`src/rtl/uart_tx_responder_if.sv`:
```
// -----------------------------------------------------------------------------
// uart_tx_responder_if
// Purpose : CPU data-bus bundle for the memory-mapped UART transmitter.
// Signals :
//   rd    - read strobe, valid for the whole cycle
//   wr    - write strobe, commits on the rising clock edge
//   addr  - 32-bit byte address
//   wdata - 32-bit write data
//   rdata - 32-bit combinational read data from the responder
// Modports: master (CPU side), slave (responder side).
// -----------------------------------------------------------------------------
interface uart_tx_responder_if;
    logic        rd;
    logic        wr;
    logic [31:0] addr;
    logic [31:0] wdata;
    logic [31:0] rdata;

    modport master (output rd, output wr, output addr, output wdata, input rdata);
    modport slave  (input rd, input wr, input addr, input wdata, output rdata);
endinterface

```
`src/rtl/uart_tx_responder.sv`:
```
// -----------------------------------------------------------------------------
// uart_tx_responder
// Purpose : Memory-mapped UART transmitter. The CPU pushes bytes into a small
//           FIFO through TXD; a baud-timed FSM sends them LSB first on uart_tx.
//           STAT/CTRL give status, sticky flags and the interrupt enable.
// Ports   :
//   clk     - system clock, rising-edge active
//   reset   - asynchronous active-low reset
//   bus     - uart_tx_responder_if.slave (rd, wr, addr, wdata, rdata)
//   uart_tx - serial line, idles high (registered)
//   tx_irq  - level interrupt, irq_en & done (registered)
// Registers: TXD @BASE (W), STAT @BASE+4 (R, read clears done/ovf),
//            CTRL @BASE+8 (R/W, bit0 irq_en).
// Option  : define UART_TX_PARITY_EN to add an even-parity bit (11-bit frame,
//           STAT bit5 reads 1).
// -----------------------------------------------------------------------------
module uart_tx_responder #(
    parameter logic [31:0] BASE         = 32'h40000018,
    parameter int          CLKS_PER_BIT = 5208,
    parameter int          DEPTH        = 4
) (
    input  logic             clk,
    input  logic             reset,
    uart_tx_responder_if.slave bus,
    output logic             uart_tx,
    output logic             tx_irq
);
    localparam int PW   = (DEPTH > 1) ? $clog2(DEPTH) : 1;
    localparam int CNTW = PW + 1;
    localparam int CW   = (CLKS_PER_BIT > 1) ? $clog2(CLKS_PER_BIT) : 1;

    localparam logic [2:0] S_IDLE   = 3'd0;
    localparam logic [2:0] S_START  = 3'd1;
    localparam logic [2:0] S_DATA   = 3'd2;
    localparam logic [2:0] S_STOP   = 3'd4;
`ifdef UART_TX_PARITY_EN
    localparam logic [2:0] S_PARITY = 3'd3;
    localparam logic       PAR_FLAG = 1'b1;

    function automatic logic even_parity(input logic [7:0] b);
        return ^b;
    endfunction
`else
    localparam logic       PAR_FLAG = 1'b0;
`endif

    logic [7:0]      fifo_q [DEPTH];
    logic [PW-1:0]   wptr_q, wptr_d, rptr_q, rptr_d;
    logic [CNTW-1:0] count_q, count_d;
    logic [2:0]      state_q, state_d;
    logic [CW-1:0]   baud_q, baud_d;
    logic [2:0]      idx_q, idx_d;
    logic [7:0]      shift_q, shift_d;
    logic            done_q, done_d, ovf_q, ovf_d, irq_en_q, irq_en_d;
    logic            tx_q, tx_d, irq_q;
`ifdef UART_TX_PARITY_EN
    logic            par_q, par_d;
`endif

    logic sel_txd_s, sel_stat_s, sel_ctrl_s;
    logic push_s, pop_s, full_s, empty_s, bit_end_s, done_set_s, ovf_set_s;
    logic [7:0]  head_s;
    logic [31:0] stat_s;
    logic unused_s;

    assign sel_txd_s  = (bus.addr == BASE);
    assign sel_stat_s = (bus.addr == BASE + 32'd4);
    assign sel_ctrl_s = (bus.addr == BASE + 32'd8);
    assign full_s     = (count_q == CNTW'(DEPTH));
    assign empty_s    = (count_q == {CNTW{1'b0}});
    assign head_s     = fifo_q[rptr_q];
    assign bit_end_s  = (baud_q == CW'(CLKS_PER_BIT - 1));
    assign unused_s   = ^bus.wdata[31:8];

    // Transmit FSM next state; pop_s marks a frame load from the FIFO head.
    always_comb begin
        state_d    = state_q;
        baud_d     = baud_q;
        idx_d      = idx_q;
        shift_d    = shift_q;
        pop_s      = 1'b0;
        done_set_s = 1'b0;
`ifdef UART_TX_PARITY_EN
        par_d      = par_q;
`endif
        case (state_q)
            S_IDLE: begin
                baud_d = {CW{1'b0}};
                if (!empty_s) begin
                    pop_s   = 1'b1;
                    shift_d = head_s;
`ifdef UART_TX_PARITY_EN
                    par_d   = even_parity(head_s);
`endif
                    state_d = S_START;
                end else begin
                    state_d = S_IDLE;
                end
            end
            S_START: begin
                if (bit_end_s) begin
                    baud_d  = {CW{1'b0}};
                    idx_d   = 3'd0;
                    state_d = S_DATA;
                end else begin
                    baud_d  = baud_q + CW'(1);
                end
            end
            S_DATA: begin
                if (bit_end_s) begin
                    baud_d  = {CW{1'b0}};
                    shift_d = {1'b0, shift_q[7:1]};
                    if (idx_q == 3'd7) begin
`ifdef UART_TX_PARITY_EN
                        state_d = S_PARITY;
`else
                        state_d = S_STOP;
`endif
                    end else begin
                        idx_d = idx_q + 3'd1;
                    end
                end else begin
                    baud_d = baud_q + CW'(1);
                end
            end
`ifdef UART_TX_PARITY_EN
            S_PARITY: begin
                if (bit_end_s) begin
                    baud_d  = {CW{1'b0}};
                    state_d = S_STOP;
                end else begin
                    baud_d  = baud_q + CW'(1);
                end
            end
`endif
            S_STOP: begin
                if (bit_end_s) begin
                    baud_d = {CW{1'b0}};
                    // Back-to-back: reload straight into START with no idle gap.
                    if (!empty_s) begin
                        pop_s   = 1'b1;
                        shift_d = head_s;
`ifdef UART_TX_PARITY_EN
                        par_d   = even_parity(head_s);
`endif
                        state_d = S_START;
                    end else begin
                        done_set_s = 1'b1;
                        state_d    = S_IDLE;
                    end
                end else begin
                    baud_d = baud_q + CW'(1);
                end
            end
            default: begin
                state_d = S_IDLE;
                baud_d  = {CW{1'b0}};
            end
        endcase
    end

    // Line level for the coming cycle, registered so uart_tx is glitch-free.
    always_comb begin
        case (state_d)
            S_START: tx_d = 1'b0;
            S_DATA:  tx_d = shift_d[0];
`ifdef UART_TX_PARITY_EN
            S_PARITY: tx_d = par_d;
`endif
            default: tx_d = 1'b1;
        endcase
    end

    // FIFO bookkeeping and sticky flags; a pop in the same cycle frees a slot.
    always_comb begin
        push_s    = bus.wr & sel_txd_s & (~full_s | pop_s);
        ovf_set_s = bus.wr & sel_txd_s & full_s & ~pop_s;
        wptr_d    = push_s ? wptr_q + PW'(1) : wptr_q;
        rptr_d    = pop_s  ? rptr_q + PW'(1) : rptr_q;
        count_d   = count_q + CNTW'(push_s) - CNTW'(pop_s);
        // A set in the same cycle as a STAT read clear wins.
        if (done_set_s) begin
            done_d = 1'b1;
        end else if (bus.rd & sel_stat_s) begin
            done_d = 1'b0;
        end else begin
            done_d = done_q;
        end
        if (ovf_set_s) begin
            ovf_d = 1'b1;
        end else if (bus.rd & sel_stat_s) begin
            ovf_d = 1'b0;
        end else begin
            ovf_d = ovf_q;
        end
        if (bus.wr & sel_ctrl_s) begin
            irq_en_d = bus.wdata[0];
        end else begin
            irq_en_d = irq_en_q;
        end
    end

    // Combinational read mux; zero unless a decoded register is being read.
    always_comb begin
        stat_s       = 32'd0;
        stat_s[31:8] = 24'(count_q);
        stat_s[5]    = PAR_FLAG;
        stat_s[4]    = ovf_q;
        stat_s[3]    = done_q;
        stat_s[2]    = empty_s;
        stat_s[1]    = full_s;
        stat_s[0]    = (state_q != S_IDLE);
        if (bus.rd && sel_stat_s) begin
            bus.rdata = stat_s;
        end else if (bus.rd && sel_ctrl_s) begin
            bus.rdata = {31'd0, irq_en_q};
        end else begin
            bus.rdata = 32'd0;
        end
    end

    // FIFO storage.
    always_ff @(posedge clk or negedge reset) begin
        if (!reset) begin
            for (int i = 0; i < DEPTH; i++) fifo_q[i] <= 8'd0;
        end else if (push_s) begin
            fifo_q[wptr_q] <= bus.wdata[7:0];
        end
    end

    // Control state registers.
    always_ff @(posedge clk or negedge reset) begin
        if (!reset) begin
            wptr_q   <= {PW{1'b0}};
            rptr_q   <= {PW{1'b0}};
            count_q  <= {CNTW{1'b0}};
            state_q  <= S_IDLE;
            baud_q   <= {CW{1'b0}};
            idx_q    <= 3'd0;
            shift_q  <= 8'd0;
            done_q   <= 1'b0;
            ovf_q    <= 1'b0;
            irq_en_q <= 1'b0;
            tx_q     <= 1'b1;
            irq_q    <= 1'b0;
`ifdef UART_TX_PARITY_EN
            par_q    <= 1'b0;
`endif
        end else begin
            wptr_q   <= wptr_d;
            rptr_q   <= rptr_d;
            count_q  <= count_d;
            state_q  <= state_d;
            baud_q   <= baud_d;
            idx_q    <= idx_d;
            shift_q  <= shift_d;
            done_q   <= done_d;
            ovf_q    <= ovf_d;
            irq_en_q <= irq_en_d;
            tx_q     <= tx_d;
            irq_q    <= irq_en_d & done_d;
`ifdef UART_TX_PARITY_EN
            par_q    <= par_d;
`endif
        end
    end

    assign uart_tx = tx_q;
    assign tx_irq  = irq_q;
endmodule

```
`src/flat_wrapper.sv`:
```
// flat-port wrapper written by rule: the top's interface ports become plain ports
module uart_tx_responder_flat 
#(
    parameter logic [31:0] BASE         = 32'h40000018,
    parameter int          CLKS_PER_BIT = 5208,
    parameter int          DEPTH        = 4
)
  (clk, reset, uart_tx, tx_irq, bus_rd, bus_wr, bus_addr, bus_wdata, bus_rdata);
  uart_tx_responder_if bus_i ();
  input  logic clk;
  input  logic reset;
  output logic uart_tx;
  output logic tx_irq;
  input wire logic [$bits(bus_i.rd)-1:0] bus_rd;
  input wire logic [$bits(bus_i.wr)-1:0] bus_wr;
  input wire logic [$bits(bus_i.addr)-1:0] bus_addr;
  input wire logic [$bits(bus_i.wdata)-1:0] bus_wdata;
  output wire logic [$bits(bus_i.rdata)-1:0] bus_rdata;
  assign bus_i.rd = bus_rd;
  assign bus_i.wr = bus_wr;
  assign bus_i.addr = bus_addr;
  assign bus_i.wdata = bus_wdata;
  assign bus_rdata = bus_i.rdata;
  uart_tx_responder #(.BASE(BASE), .CLKS_PER_BIT(CLKS_PER_BIT), .DEPTH(DEPTH)) u_core (.clk(clk), .reset(reset), .bus(bus_i), .uart_tx(uart_tx), .tx_irq(tx_irq));
endmodule
```
`config.mk`:
```
export PLATFORM = sky130hd
export DESIGN_NAME = uart_tx_responder_flat
export DESIGN_NICKNAME = d
export VERILOG_FILES = /design/src/rtl/uart_tx_responder_if.sv /design/src/rtl/uart_tx_responder.sv /design/src/flat_wrapper.sv
export SDC_FILE = /design/constraint.sdc
export NUM_CORES = 1
export LEC_CHECK = 0
export BUFFER_PORTS_ARGS = -buffer_cell sky130_fd_sc_hd__buf_2
export CORE_ASPECT_RATIO = 0.9
export CORE_MARGIN = 4
export CORE_UTILIZATION = 57
export CTS_CLUSTER_SIZE = 25
export DETAILED_ROUTE_END_ITERATION = 10
export GPL_TIMING_DRIVEN = 1
export PLACE_DENSITY = 0.91
export SLEW_MARGIN = 10
export SYNTH_ARGS = -nofsm -noshare
export SYNTH_HDL_FRONTEND = slang
export SYNTH_SLANG_ARGS = --single-unit
export TNS_END_PERCENT = 1
```
`constraint.sdc`:
```
create_clock -name clk -period 7.5 [get_ports clk]
set_input_delay 0.75 -clock clk [delete_from_list [all_inputs] [get_ports clk]]
set_output_delay 0.75 -clock clk [all_outputs]
set_load 0.005 [all_outputs]
```
== Yosys cells after proc, flatten, opt, wreduce, memory -nomap -nowiden ==
Cells that the tools add are included.
Cells by class
  add/sub/neg operators: 6
  $lt $le $gt $ge: 3
  equal/unequal tests: 15
  mux-type cells: 36
  bitwise operators: 12
  reductions and logical operators: 12
Operator list (number)
  $eq 32x31->1 const B: 3
  $mux 8: 6
  $bwmux 32: 1
  $mux 32: 1
  $mux 13: 2
  $pmux 8 s3: 1
  $mux 3: 7
  $bmux 8 s2: 1
  $demux 8 s2: 1
  $add 13x1->13 const B: 1
  $eq 13x13->1 const B: 1
  $mux 1: 12
  $pmux 3 s4: 1
  $eq 3x3->1 const B: 3
  $and 1x1->1: 7
  $eq 3x1->1 const B: 2
  $eq 3x2->1 const B: 2
  $ge 3x3->1 const B: 2
  $logic_not 3->1: 2
  $ne 2x1->1 const B: 3
  $not 2->3: 2
  $pmux 3 s2: 1
  $reduce_bool 3->1: 2
  $add 2x1->2 const B: 2
  other kinds (13): 18
Word-level totals
  register bits after elaboration: 71
  input bits: 68
  output and inout bits: 34

== Depth between registers and ports, before layout ==
  word-level depth: 8
  mapped depth: 12

== Worst setup path after synthesis ==
OpenSTA, ideal clock, no wires.
  path kind: in2reg
  from: input port bus_addr[1]
  to: register u_core.count_q[2]
  data arrival time: 2.888 ns
  required time: 7.377 ns
  path slack: 4.489 ns
  cell stages on the path: 10
  path buffers: 0
  path through: nor4_1 nand4_1 nor4_4 nand2_1 inv_1 ha_1 inv_1 fa_1 xnor2_1 xnor2_1
On the way
  longest elaborated chain between the ends: 5
RTL lines
  start, declared: RTL line flat_wrapper.sv:16  | input wire logic [$bits(bus_i.addr)-1:0] bus_addr;
  $eq 32x31->1: RTL line uart_tx_responder.sv:66  | assign sel_txd_s = (bus.addr == BASE);
  $and 1x1->1 (2 in series): RTL line uart_tx_responder.sv:176  | push_s = bus.wr & sel_txd_s & (~full_s | pop_s);
  via u_core.push_s: RTL line uart_tx_responder.sv:61  | logic push_s, pop_s, full_s, empty_s, bit_end_s, done_set_s, ovf_set_s;
  $add 3x1->3: RTL line uart_tx_responder.sv:180  | count_d = count_q + CNTW'(push_s) - CNTW'(pop_s);
  $sub 3x1->3: RTL line uart_tx_responder.sv:180
  via u_core.count_d[2]: RTL line uart_tx_responder.sv:49  | logic [CNTW-1:0] count_q, count_d;
  end signal, assigned: RTL line uart_tx_responder.sv:236  | count_q <= {CNTW{1'b0}};
  end signal, assigned: RTL line uart_tx_responder.sv:252  | count_q <= count_d;
  end, declared: RTL line uart_tx_responder.sv:49
The timed path passes the listed nets, and every way through them passes these cells.
A chain may end at the register's enable or synchronous reset.

== Final worst setup path ==
  from: input port bus_addr[1]
  to: output port bus_rdata[1]
On the way
  longest elaborated chain between the ends: 3
RTL lines
  $eq 32x31->1: RTL line uart_tx_responder.sv:67  | assign sel_stat_s = (bus.addr == BASE + 32'd4);
  $logic_and 1x1->1: RTL line uart_tx_responder.sv:213  | if (bus.rd && sel_stat_s) begin
  $mux 32: RTL line uart_tx_responder.sv:213
  end, declared: RTL line flat_wrapper.sv:18  | output wire logic [$bits(bus_i.rdata)-1:0] bus_rdata;
Every way passes these cells.

==> results.py <==
metrics = {
    "critical_path": {
        "cp.required_ns": 6.75,
        "critPathArrivalTime_ns": 2.52,
        "criticalPathCategory": "in2out",
        "critPathMaxFanout": 9,
        "setup.worst_path.start_class": "input pin",
        "cp-end-kind": "output pin",
    },
    "logic_synthesis": {
        "synth.distinct_cells": 53,
        "synth-xor-area-share": 0.0356,
        "synthSimpleGateAreaFrac": 0.160,
        "synth_top_family_by_area": "multiplexers",
        "synth_mux_area_frac": 0.177,
        "ys_seq_area_frac": 0.452,
        "ys_ff_latch": 71,
        "synthAdderAreaFrac": 0.0337,
        "async_flop_share": 1.00,
        "synthFlopType": "dfrtp_1",
        "synth_edf_count": 0,
        "syn_avg_cell_area_um2": 11.8,
        "syn_area_um2": 3930,
        "netlist_instances": 332,
        "synth_compound_area_frac": 0.0697,
        "ys_warn_count": 0,
    },
    "floorplanning": {
        "core_area_um2": 6660,
        "die_x_um": 95.6,
        "die_h_um": 86.8,
        "die-area_um2": 8290,
        "initial_core_util": 0.591,
        "num_io_pins": 102,
        "rows": 28,
    },
    "place": {
        "place_area_um2": 4190,
        "post-dp-hpwl_um": 6130,
        "io_buffers": 53,
        "gp_congestion": 0.848,
    },
    "cts": {
        "clock_sinks": 71,
        "cts.clk_slew.worst_paths_ns": 0.07,
        "cts_made_buffers": 9,
        "clockRootBuffer": "clkbuf_8",
        "clk_path_buf_depth": 2,
        "cts-resized-gates": 0,
        "cts_hold_buf": 0,
        "cts_setup_buffers": 0,
        "clk_latency_ns": 0.35,
        "h-tree-depth": 3,
        "cts_tree": "built",
    },
    "grt": {
        "track_usage": 0.230,
        "grt_max_degree": 72,
        "grt_pass1_vias": 3013,
        "grt_pass1_wl_um": 14400,
        "grt_antenna_before_repair": 0,
        "overflow": 0,
    },
    "routing": {
        "viasPerCell": 5.89,
        "wire_per_inst_um": 18.1,
        "drt_iter0_drc": 221,
        "num_vias": 2841,
        "drc": 0,
        "drt_pre_antenna_iters": 4,
        "ant_nets": 0,
        "wirelength_um": 8730,
    },
    "sta": {
        "period_share": 0.435,
        "fin_worst_skew_ns": 0.00844,
        "max_freq_mhz": 306,
        "finalSetupTns_ns": 0,
        "slew_headroom": 0.409,
        "setup_viol": 0,
        "final_max_slew_viol_count": 0,
        "finalCriticalPeriod_ns": 3.27,
        "rsz0062_at_grt": "no",
        "worst_pin_slew_ns": 0.887,
        "hold_viol": 0,
    },
    "power_and_ir_drop": {
        "power.leakage_uw": 0.00220,
        "powerDensity_nw_per_um2": 163,
        "finalPower_uw": 715,
        "vdd_drop_max_v": 0.0000996,
    },
    "outcome": {
        "status": "complete, no violations",
    },
    "cells_and_area": {
        "drive_gt1_frac": 0.329,
        "layout_common_cells": "70 x dfrtp_1, 53 x buf_2, 32 x mux2_4",
        "area_growth_pct": 11.6,
        "final_area_um2": 4390,
        "final_common_cell": "dfrtp_1",
        "finalNetCount": 465,
        "antenna_cells": 0,
    },
    "run": {
        "drv_cap": 0,
    },
    "hold_path": {
        "min_path_type": "reg2reg",
    },
}
final timing paths:
kind / from / end / slack (ns) / depth (start not counted)
hold / removal: u_core.fifo_q[23] / u_core.fifo_q[23] / 0.52 / 1
setup / recovery: bus_addr[1] / bus_rdata[1] / 4.23 / 6
max in group asynchronous: reset / u_core.fifo_q[0] / 6.32 / 2
min in group asynchronous: reset / u_core.baud_q[8] / 0.59 / 2
setup reg to reg: u_core.baud_q[9] / u_core.count_q[2] / 4.28 / 11
hold reg to reg: u_core.fifo_q[23] / u_core.fifo_q[23] / 0.52 / 1
cells in the mapped netlist (2+ instances only):
| master | count | area [µm²] |
|---|---|---|
| nor2_1 | 22 | 82.6 |
| or3_1 | 4 | 25.0 |
| buf_4 | 25 | 188 |
| xor2_1 | 6 | 52.6 |
| nor4b_2 | 2 | 30.0 |
| inv_1 | 15 | 56.3 |
| mux4_2 | 8 | 180 |
| nand2b_1 | 2 | 12.5 |
| buf_2 | 3 | 15.0 |
| and2_1 | 6 | 37.5 |
| mux2_2 | 3 | 33.8 |
| nand3_4 | 4 | 70.1 |
| nor4_1 | 7 | 43.8 |
| a22o_1 | 2 | 17.5 |
| nand3_1 | 8 | 40.0 |
| xnor2_1 | 10 | 87.6 |
| a21oi_1 | 9 | 45.0 |
| or2_2 | 2 | 12.5 |
| a21o_1 | 2 | 15.0 |
| o21ai_0 | 11 | 55.1 |
| and3_1 | 12 | 75.1 |
| nand2_1 | 17 | 63.8 |
| dfrtp_1 | 70 | 1750 |
| and4_1 | 2 | 17.5 |
| nand4_1 | 3 | 18.8 |
| a221oi_1 | 6 | 52.6 |
| o21ai_1 | 2 | 10.0 |
| clkbuf_1 | 5 | 18.8 |
| mux2_4 | 32 | 480 |
| ha_1 | 9 | 113 |
per-stage QoR:
stage	utilization	worst slack, ns	hold slack, ns	cells
2_1_floorplan	-	4.49	0.454	355
3_3_place_gp	0.629	3.94	0.487	466
3_5_place_dp	0.629	3.87	0.490	466
4_1_cts	0.659	3.87	0.516	482
5_1_grt	0.660	4.00	0.534	482
6_report	0.660	4.23	0.518	482
cells by family (layout without fill, tap and decap cells):
logic type / count (synthesis) / after routing
xor gates and xnor gates: 16 / 16
adders and majority gates: 10 / 10
AOI/OAI and AO/OA: 41 / 41
other: 1 / 24
and+or+nand+nor: 101 / 101
muxes: 43 / 43
buffers and inverters: 49 / 86
DFF: 71 / 71
power breakdown:
group	internal (µW)	switching [µW]
registers	383	0.000000472
clock network	161	144
logic	9.87	17.6
total	553	162
sequential cells by signal (all words and copies together), names as in the netlist:
name / cells
u_core.shift_q: 8
u_core.state_q: 3
u_core.baud_q: 13
u_core.rptr_q: 2
u_core.tx_irq: 1
u_core.irq_en_q: 1
u_core.idx_q: 3
u_core.fifo_q: 32
u_core.done_q: 1
u_core.ovf_q: 1
u_core.uart_tx: 1
u_core.count_q: 3
u_core.wptr_q: 2
area by class of cell:
class	instances	area, µm²
Fill cell	472	2270
Multi-Input combinational cell	235	1970
Sequential cell	71	1780
Timing Repair Buffer	55	280
Clock buffer	10	138
Tap cell	90	113
Clock inverter	6	60.1
Inverter	15	56.3
layer usage:
layer / vias up / track usage / share of wire
li1: 1253 / - / -
met1: 1383 / 0.272 / 0.38
met2: 173 / 0.387 / 0.50
met3: 32 / 0.0608 / 0.087
met4: 0 / 0.111 / 0.037
met5: - / 0 / 0
critical path: stages:
cell and delay, ns:
buf_2 0.09, nor4_1 0.28, nand4_1 0.29, nor4_2 0.70, and3_1 0.28, buf_2 0.12
Note: power is estimated with default switching activity, not from simulation.
